### src/rtl/led_controller_pkg.sv
// Shared constants for the memory-mapped I/O blocks: memory map, FSM encoding
// and duty field width.
package led_controller_pkg;

    localparam int MEM_DEPTH        = 8192;
    localparam int LED_ADDR_DEFAULT = 7808;
    localparam int BUTTON_ADDR      = 7824;
    localparam int DUTY_W           = 8;

    localparam logic [1:0] ST_WAIT  = 2'd0;
    localparam logic [1:0] ST_READ  = 2'd1;
    localparam logic [1:0] ST_DRAIN = 2'd2;
    localparam logic [1:0] ST_DONE  = 2'd3;

    // Index width for a channel count; a single channel still needs one bit.
    function automatic int idx_width(input int n);
        return (n > 1) ? $clog2(n) : 1;
    endfunction

endpackage

### src/rtl/led_pwm.sv
// One PWM output channel: holds the committed duty and compares it against
// the shared free-running counter.
module led_pwm
    import led_controller_pkg::*;
(
    input  logic              clk,
    input  logic              reset,
    input  logic              load,
    input  logic [DUTY_W-1:0] shadow_duty,
    input  logic [DUTY_W-1:0] pwm_cnt,
    output logic              led_out
);

    logic [DUTY_W-1:0] r_duty;

    // Committed duty register, loaded from the shadow value on commit.
    always_ff @(posedge clk) begin
        if (reset) begin
            r_duty <= 8'd0;
        end else if (load) begin
            r_duty <= shadow_duty;
        end else begin
            r_duty <= r_duty;
        end
    end

    // Full scale is forced on so 0xFF never shows the one-cycle gap at count 255.
    assign led_out = (r_duty == 8'hFF) | (pwm_cnt < r_duty);

endmodule

### src/rtl/led_controller.sv
// Reads LED_COUNT duty words from data memory on each copy_start and commits
// them atomically to per-channel PWM outputs.
module led_controller
    import led_controller_pkg::*;
#(
    parameter int LED_COUNT  = 6,
    parameter int LED_ADDR   = LED_ADDR_DEFAULT,
    parameter int ADDR_WIDTH = 13
) (
    input  logic                  clk,
    input  logic                  reset,
    input  logic                  copy_start,
    output logic                  mem_din_re,
    output logic [ADDR_WIDTH-1:0] mem_din_addr,
    input  logic [15:0]           mem_din,
    output logic [LED_COUNT-1:0]  leds_out,
    output logic                  copy_done
);

    localparam int                    IDX_W    = idx_width(LED_COUNT);
    localparam logic [ADDR_WIDTH-1:0] BASE     = ADDR_WIDTH'(LED_ADDR);
    localparam logic [IDX_W-1:0]      LAST_IDX = IDX_W'(LED_COUNT - 1);

    logic [1:0]            r_state;
    logic [ADDR_WIDTH-1:0] r_addr;
    logic [IDX_W-1:0]      r_rd_idx;
    logic                  r_pipe;
    logic [IDX_W-1:0]      r_cap_idx;
    logic [DUTY_W-1:0]     r_pwm_cnt;
    logic [DUTY_W-1:0]     r_shadow      [LED_COUNT];
    logic [DUTY_W-1:0]     w_shadow_next [LED_COUNT];
    logic                  w_load;
    logic                  w_unused_hi;

    // Refresh sequencer: issue N reads, drain the last word, flag completion.
    always_ff @(posedge clk) begin
        if (reset) begin
            r_state  <= ST_WAIT;
            r_addr   <= BASE;
            r_rd_idx <= {IDX_W{1'b0}};
        end else begin
            case (r_state)
                ST_WAIT: begin
                    r_addr   <= BASE;
                    r_rd_idx <= {IDX_W{1'b0}};
                    r_state  <= copy_start ? ST_READ : ST_WAIT;
                end
                ST_READ: begin
                    if (r_rd_idx == LAST_IDX) begin
                        r_addr   <= BASE;
                        r_rd_idx <= {IDX_W{1'b0}};
                        r_state  <= ST_DRAIN;
                    end else begin
                        r_addr   <= r_addr + 1'b1;
                        r_rd_idx <= r_rd_idx + 1'b1;
                        r_state  <= ST_READ;
                    end
                end
                ST_DRAIN: begin
                    r_state <= ST_DONE;
                end
                ST_DONE: begin
                    r_state <= ST_WAIT;
                end
                default: begin
                    r_state  <= ST_WAIT;
                    r_addr   <= BASE;
                    r_rd_idx <= {IDX_W{1'b0}};
                end
            endcase
        end
    end

    // The commit reads the next-shadow view so the word landing in DRAIN is included.
    always_comb begin
        for (int i = 0; i < LED_COUNT; i++) begin
            if (r_pipe && (r_cap_idx == IDX_W'(i))) begin
                w_shadow_next[i] = mem_din[7:0];
            end else begin
                w_shadow_next[i] = r_shadow[i];
            end
        end
    end

    // Read-valid pipe, capture index and shadow buffer.
    always_ff @(posedge clk) begin
        if (reset) begin
            r_pipe    <= 1'b0;
            r_cap_idx <= {IDX_W{1'b0}};
            for (int i = 0; i < LED_COUNT; i++) begin
                r_shadow[i] <= 8'd0;
            end
        end else begin
            r_pipe    <= (r_state == ST_READ);
            r_cap_idx <= r_rd_idx;
            for (int i = 0; i < LED_COUNT; i++) begin
                r_shadow[i] <= w_shadow_next[i];
            end
        end
    end

    // Shared free-running PWM counter.
    always_ff @(posedge clk) begin
        if (reset) begin
            r_pwm_cnt <= 8'd0;
        end else begin
            r_pwm_cnt <= r_pwm_cnt + 8'd1;
        end
    end

    assign w_load       = (r_state == ST_DRAIN);
    assign mem_din_re   = (r_state == ST_READ);
    assign mem_din_addr = r_addr;
    assign copy_done    = (r_state == ST_DONE);
    assign w_unused_hi  = ^mem_din[15:8];

    for (genvar g = 0; g < LED_COUNT; g++) begin : g_ch
        led_pwm u_ch (
            .clk         (clk),
            .reset       (reset),
            .load        (w_load),
            .shadow_duty (w_shadow_next[g]),
            .pwm_cnt     (r_pwm_cnt),
            .led_out     (leds_out[g])
        );
    end

endmodule
### config.mk
export PLATFORM = sky130hd
export DESIGN_NAME = led_controller
export DESIGN_NICKNAME = d
export VERILOG_FILES = /design/src/rtl/led_controller_pkg.sv /design/src/rtl/led_pwm.sv /design/src/rtl/led_controller.sv
export SDC_FILE = /design/constraint.sdc
export NUM_CORES = 1
export LEC_CHECK = 0
export ABC_CLOCK_PERIOD_IN_PS = 4600
export BUFFER_PORTS_ARGS = -buffer_cell sky130_fd_sc_hd__buf_2
export CORE_ASPECT_RATIO = 0.9
export CORE_MARGIN = 10
export CORE_UTILIZATION = 45
export CTS_CLUSTER_SIZE = 12
export DETAILED_ROUTE_END_ITERATION = 12
export GPL_ROUTABILITY_DRIVEN = 0
export PLACE_DENSITY = 0.66
export REMOVE_ABC_BUFFERS = 1
export SLEW_MARGIN = 10
export SYNTH_ARGS = -nofsm -noshare
export SYNTH_HDL_FRONTEND = slang
export SYNTH_SLANG_ARGS = --single-unit
### constraint.sdc
create_clock -name clk -period 4.6 [get_ports clk]
set_input_delay 0.92 -clock clk [delete_from_list [all_inputs] [get_ports clk]]
set_output_delay 0.92 -clock clk [all_outputs]
set_load 0.03 [all_outputs]
Word-level counts from Yosys, hierarchy flattened

Memory sizes are Yosys's and may differ from the RTL's.
Cells that the tools add are included.

Bits in registers: 78
Memory bits (writable): 48
Bits of input ports: 19
Output and inout port bits: 21
Word-level logic and storage cells: 80
Memories kept: 1

Memory list:

| memory   | words | width | rd ports | clocked after Yosys merged registers in | wr ports | line                 | RTL |
|---|---|---|---|---|---|---|---|
| r_shadow | 6     | 8     | 6        | 0                                       | 6        | led_controller.sv:30 | `logic [DUTY_W-1:0] r_shadow [LED_COUNT];` |

$add $sub $neg: 3
Magnitude comparators: 6
Equality and inequality tests: 15
Muxes and demuxes: 22
Bitwise operators: 12
Reduce and logical (&&, ||, !) cells: 9

Operators with widths:

| cell                                           | number |
|---|---|
| 2-to-1 mux 8 bit                               | 12 |
| == test 8 bit (second input constant)          | 6 |
| < comparator 8 bit                             | 6 |
| one-hot mux 13 bit (2 select lines)            | 1 |
| adder 13 x 1 -> 13 bit (second input constant) | 1 |
| 2-to-1 mux 13 bit                              | 1 |
| bitwise OR 1 bit                               | 12 |
| == test 3 bit (second input constant)          | 3 |
| adder 8 x 1 -> 8 bit (second input constant)   | 1 |
| one-hot mux 2 bit (4 select lines)             | 1 |
| == test 3 x 2 -> 1 bit (second input constant) | 2 |
| logical AND 1 bit                              | 6 |
| one-hot mux 3 bit (2 select lines)             | 1 |
| == test 2 bit (second input constant)          | 2 |
| 2-to-1 mux 1 bit                               | 4 |
| adder 3 x 1 -> 3 bit (second input constant)   | 1 |
| == test 3 x 1 -> 1 bit (second input constant) | 1 |
| zero test 3 bit                                | 1 |
| 2-to-1 mux 3 bit                               | 1 |
| == test 2 x 1 -> 1 bit (second input constant) | 1 |
| zero test 2 bit                                | 1 |
| 2-to-1 mux 2 bit                               | 1 |
| nonzero test 2 bit                             | 1 |

Depth between registers and ports, before layout

Word-level depth: 4
Gate-level depth with buffers: 7
Depth with buffers taken out: 6

By module

From an unflattened synthesis, not the netlist that was laid out.

Cell total of the unflattened synthesis: 614
Area total of the unflattened synthesis: 6094.6 um2

By module, submodules not included:

| module         | times used | cells each | area an instance (um2) | sequential area each (um2) |
|---|---|---|---|---|
| led_controller | 1          | 308        | 3241.9                 | 1561.5 |
| led_pwm        | 6          | 51         | 475.5                  | 160.2 |

Worst setup path before layout

No wires, ideal clock.

Kind: register to output
From: register r_pwm_cnt[1]
To: output port leds_out[0]
Data arrival time: 1366 ps
Required time: 3680 ps
Path slack: 2314 ps
Cell stages (with the launch flop): 6
Path through: dfxtp_1 > ha_1 > a2111oi_0 > o211ai_1 > nand2_1 > buf_4

Longest elaborated chain between the ends: 2

RTL lines:

| what                   | line                  | RTL |
|---|---|---|
| start, declared        | led_controller.sv:29  | `logic [DUTY_W-1:0] r_pwm_cnt;` |
| start signal, assigned | led_controller.sv:107 | `r_pwm_cnt <= r_pwm_cnt + 8'd1;` |
| < comparator 8 bit     | led_pwm.sv:28         | `assign led_out = (r_duty == 8'hFF) \| (pwm_cnt < r_duty);` |
| bitwise OR 1 bit       | led_pwm.sv:28         |  |
| end, declared          | led_controller.sv:16  | `output logic [LED_COUNT-1:0] leds_out,` |

Every way passes these cells.

Final worst setup path

From: register r_pwm_cnt[1]
To: output port leds_out[2]

The elaborated chain is that of the path after synthesis.

==> run summary <==
Worst vdd ir: 0.271 mV
Outcome: finished, final reports clean
DRT iter0 DRCs: 232
TritonCTS clock tree: done
Leakage: 2.56 nW
Synth Cell Area: 5860 µm²
Clk buf depth: 2
Post-cts repair resize count: 0
PD cells: 409 nW/µm²
Max-slew violations: 0
Diodes inserted: 0
Slew margin rel.: 23.9%
Fin Setup TNS: 0 ps
Sequential element share of the synthesized area: 43.0%
Grt total ovfl: 0
Inserted Clock Buffers: 17
Crit-path cells: ha_1 > a2111oi_0 > o211ai_1 > nand2_1 > buf_2
Worst-Margin Slew: 1140 ps
Die width: 140 µm
Cells after Synth: 645
Layout Cell Area excl Fill: 6760 µm²
Cell family contributing the most delay on the critical path: flip-flops
Ys flop type: dfxtp_1
Fill count: 1152
Commonest cells after routing, fill and taps aside: dfxtp_1 (126), nor2_1 (117), inv_1 (51)
Final WL: 13.6 mm
Final hold vios: 0
R2R setup slack: 2090 ps
Worst flop-to-flop path endpoint: g_ch[1].u_ch.r_duty[1]
Global Route Usage Sum: 15.7%
Hold-fix buffers, CTS: 0
Antenna viol nets, final: 0
Slowest stage cell, crit path: dfxtp_1
Ys Warns: 0
Critical path fanouts, max: 8
Reg clk slew, reported paths: 50 ps
RSZ-0062 raised after global routing: no
Final setup vio count: 0
Async SR Flop Fraction: 0%
CP max stage delay: 620 ps
WP data arrival: 2210 ps
Period utilisation layout: 67.9%
Vias per cell: 5.50
Port buffer count: 31
Root Buffer: clkbuf_16
CP Launch Type: flop
Htree depth: 4
Crit path capture: leds_out[2]
Max Cap Viol: 0
EDFF count, synth: 0
TritonRoute pass-1 iters: 4
Most common cell after layout, fill and taps aside: dfxtp_1
Worst path depth: 5
Post-CTS Setup Bufs: 0
Crit. Startpoint: r_pwm_cnt[1]
Dpl ws: 1920 ps
Largest net degree at the start of global routing: 81
Setup ws final: 1470 ps
Dpl hpwl: 8.67 mm
Global-route wire length before repair: 22.9 mm
Worst EP required: 3680 ps
Crit path kind: reg -> out
Worst skew pair latency: 410 ps
IO Count: 40
Die Area: 18000 µm²
Tmin final: 3130 ps
Hold Crit Class: reg -> reg
Routed len/inst: 16.3 µm
Worst Path Buf+Inv: 1
Fraction of layout cells with a size suffix above 1: 11.3%
Clk sinks: 126
Die Y: 128 µm
FP Rows: 39
Vias in the first global route: 4623
Crit path capture type: output pin
Post-DP Area: 6090 µm²
DR vias: 4596
Fin nets: 722
Core box area: 12700 µm²
Post-synth cell types: 46
Initial antenna violation count: 0
Synth-to-Final Area Change: 15.4%
FMAX: 320 MHz
R2R depth: 5
Initial core utilization: 46.0%
Avg Inst Size Synth: 9.08 µm²
# DRC: 0
Clk_skew: 8.89 ps
FF+latch count, synth: 126
## through the flow
stage / util (%) / hold slack [ps] / power [W] / instances
after floorplan: - / 455 / 0.00121 / 605
after global placement: 47.8 / 468 / 0.00127 / 804
after detailed placement: 47.8 / 476 / 0.00127 / 804
after CTS: 53.1 / 490 / 0.00279 / 836
after global routing: 53.1 / 509 / 0.00286 / 836
final: 53.1 / 484 / 0.00277 / 836
## how the worst min path moves through the flow
stage | end | slack [ps] | from | depth (start not counted)
5_1_grt | r_shadow[0][7] | 510 | r_shadow[0][7] | 2
4_1_cts | r_shadow[0][7] | 490 | r_shadow[0][7] | 2
3_5_place_dp | r_shadow[0][7] | 480 | r_shadow[0][7] | 2
6_report | r_shadow[0][3] | 480 | r_shadow[0][3] | 2
2_1_floorplan | r_pwm_cnt[0] | 460 | r_pwm_cnt[0] | 1
3_3_place_gp | r_shadow[2][3] | 470 | r_shadow[2][3] | 2
## state kept, by name, indices dropped and copies added (netlist names), named ones only
register and count:
g_ch.u_ch.r_duty 48, r_shadow 48, mem_din_addr 13, r_pwm_cnt 8, r_cap_idx 3, r_rd_idx 3, r_pipe 1, r_state 1
## synthesized netlist by cell type (10+ instances only)
cell	instances	area, µm²
nand3_1	18	90.1
dfxtp_1	126	2520
clkbuf_1	20	75.1
a21oi_1	23	115
nand2_1	11	41.3
o21ai_0	12	60.1
nand4_1	15	93.8
nor2_1	118	443
ha_1	44	551
a211oi_1	49	368
mux2i_1	48	480
buf_2	10	50.1
inv_1	51	191
## cell type report
| cell class | count | area, µm² | area share, % |
|---|---|---|---|
| clock inverter | 11 | 211 | 3.13 |
| inverter | 52 | 200 | 2.96 |
| tap | 164 | 205 | 3.03 |
| timing repair buffer | 35 | 200 | 2.96 |
| clock buffer | 21 | 460 | 6.81 |
| sequential | 126 | 2520 | 37.3 |
| multi-input combinational | 427 | 2960 | 43.8 |
## power breakdown
part	switching (W)	total, W	internal (W)
clock	0.000477	0.00152	0.00104
combinational	0.0000892	0.000132	0.0000432
sequential	0.0000150	0.00112	0.00110
total	0.000581	0.00277	0.00219
## worst reg2reg max path, cell delays in order (launching register included)
cell      delay (ps)
dfxtp_1          740
inv_1            220
nor2_4           790
buf_12           320
nor2_1           110
a211oi_1         230
## layer usage
layer  track usage [%]  vias up  part of all wire [%]
met4              5.70        0                   1.9
met2              25.7       88                    47
met5                 0        -                     0
met1              19.1     2191                    47
met3              4.52       20                   4.3
li1                  -     2297                     -
## logic make-up after synthesis
kind of cell / count (synthesis) / synth area share (%)
compound gates: 120 / 14.3
xor+xnor: 6 / 0.897
fa+ha+maj: 44 / 9.40
buf+inv: 92 / 6.83
flops: 126 / 43.0
mux: 48 / 8.20
simple gates: 209 / 17.3
Power figures use the tool's default switching activity.
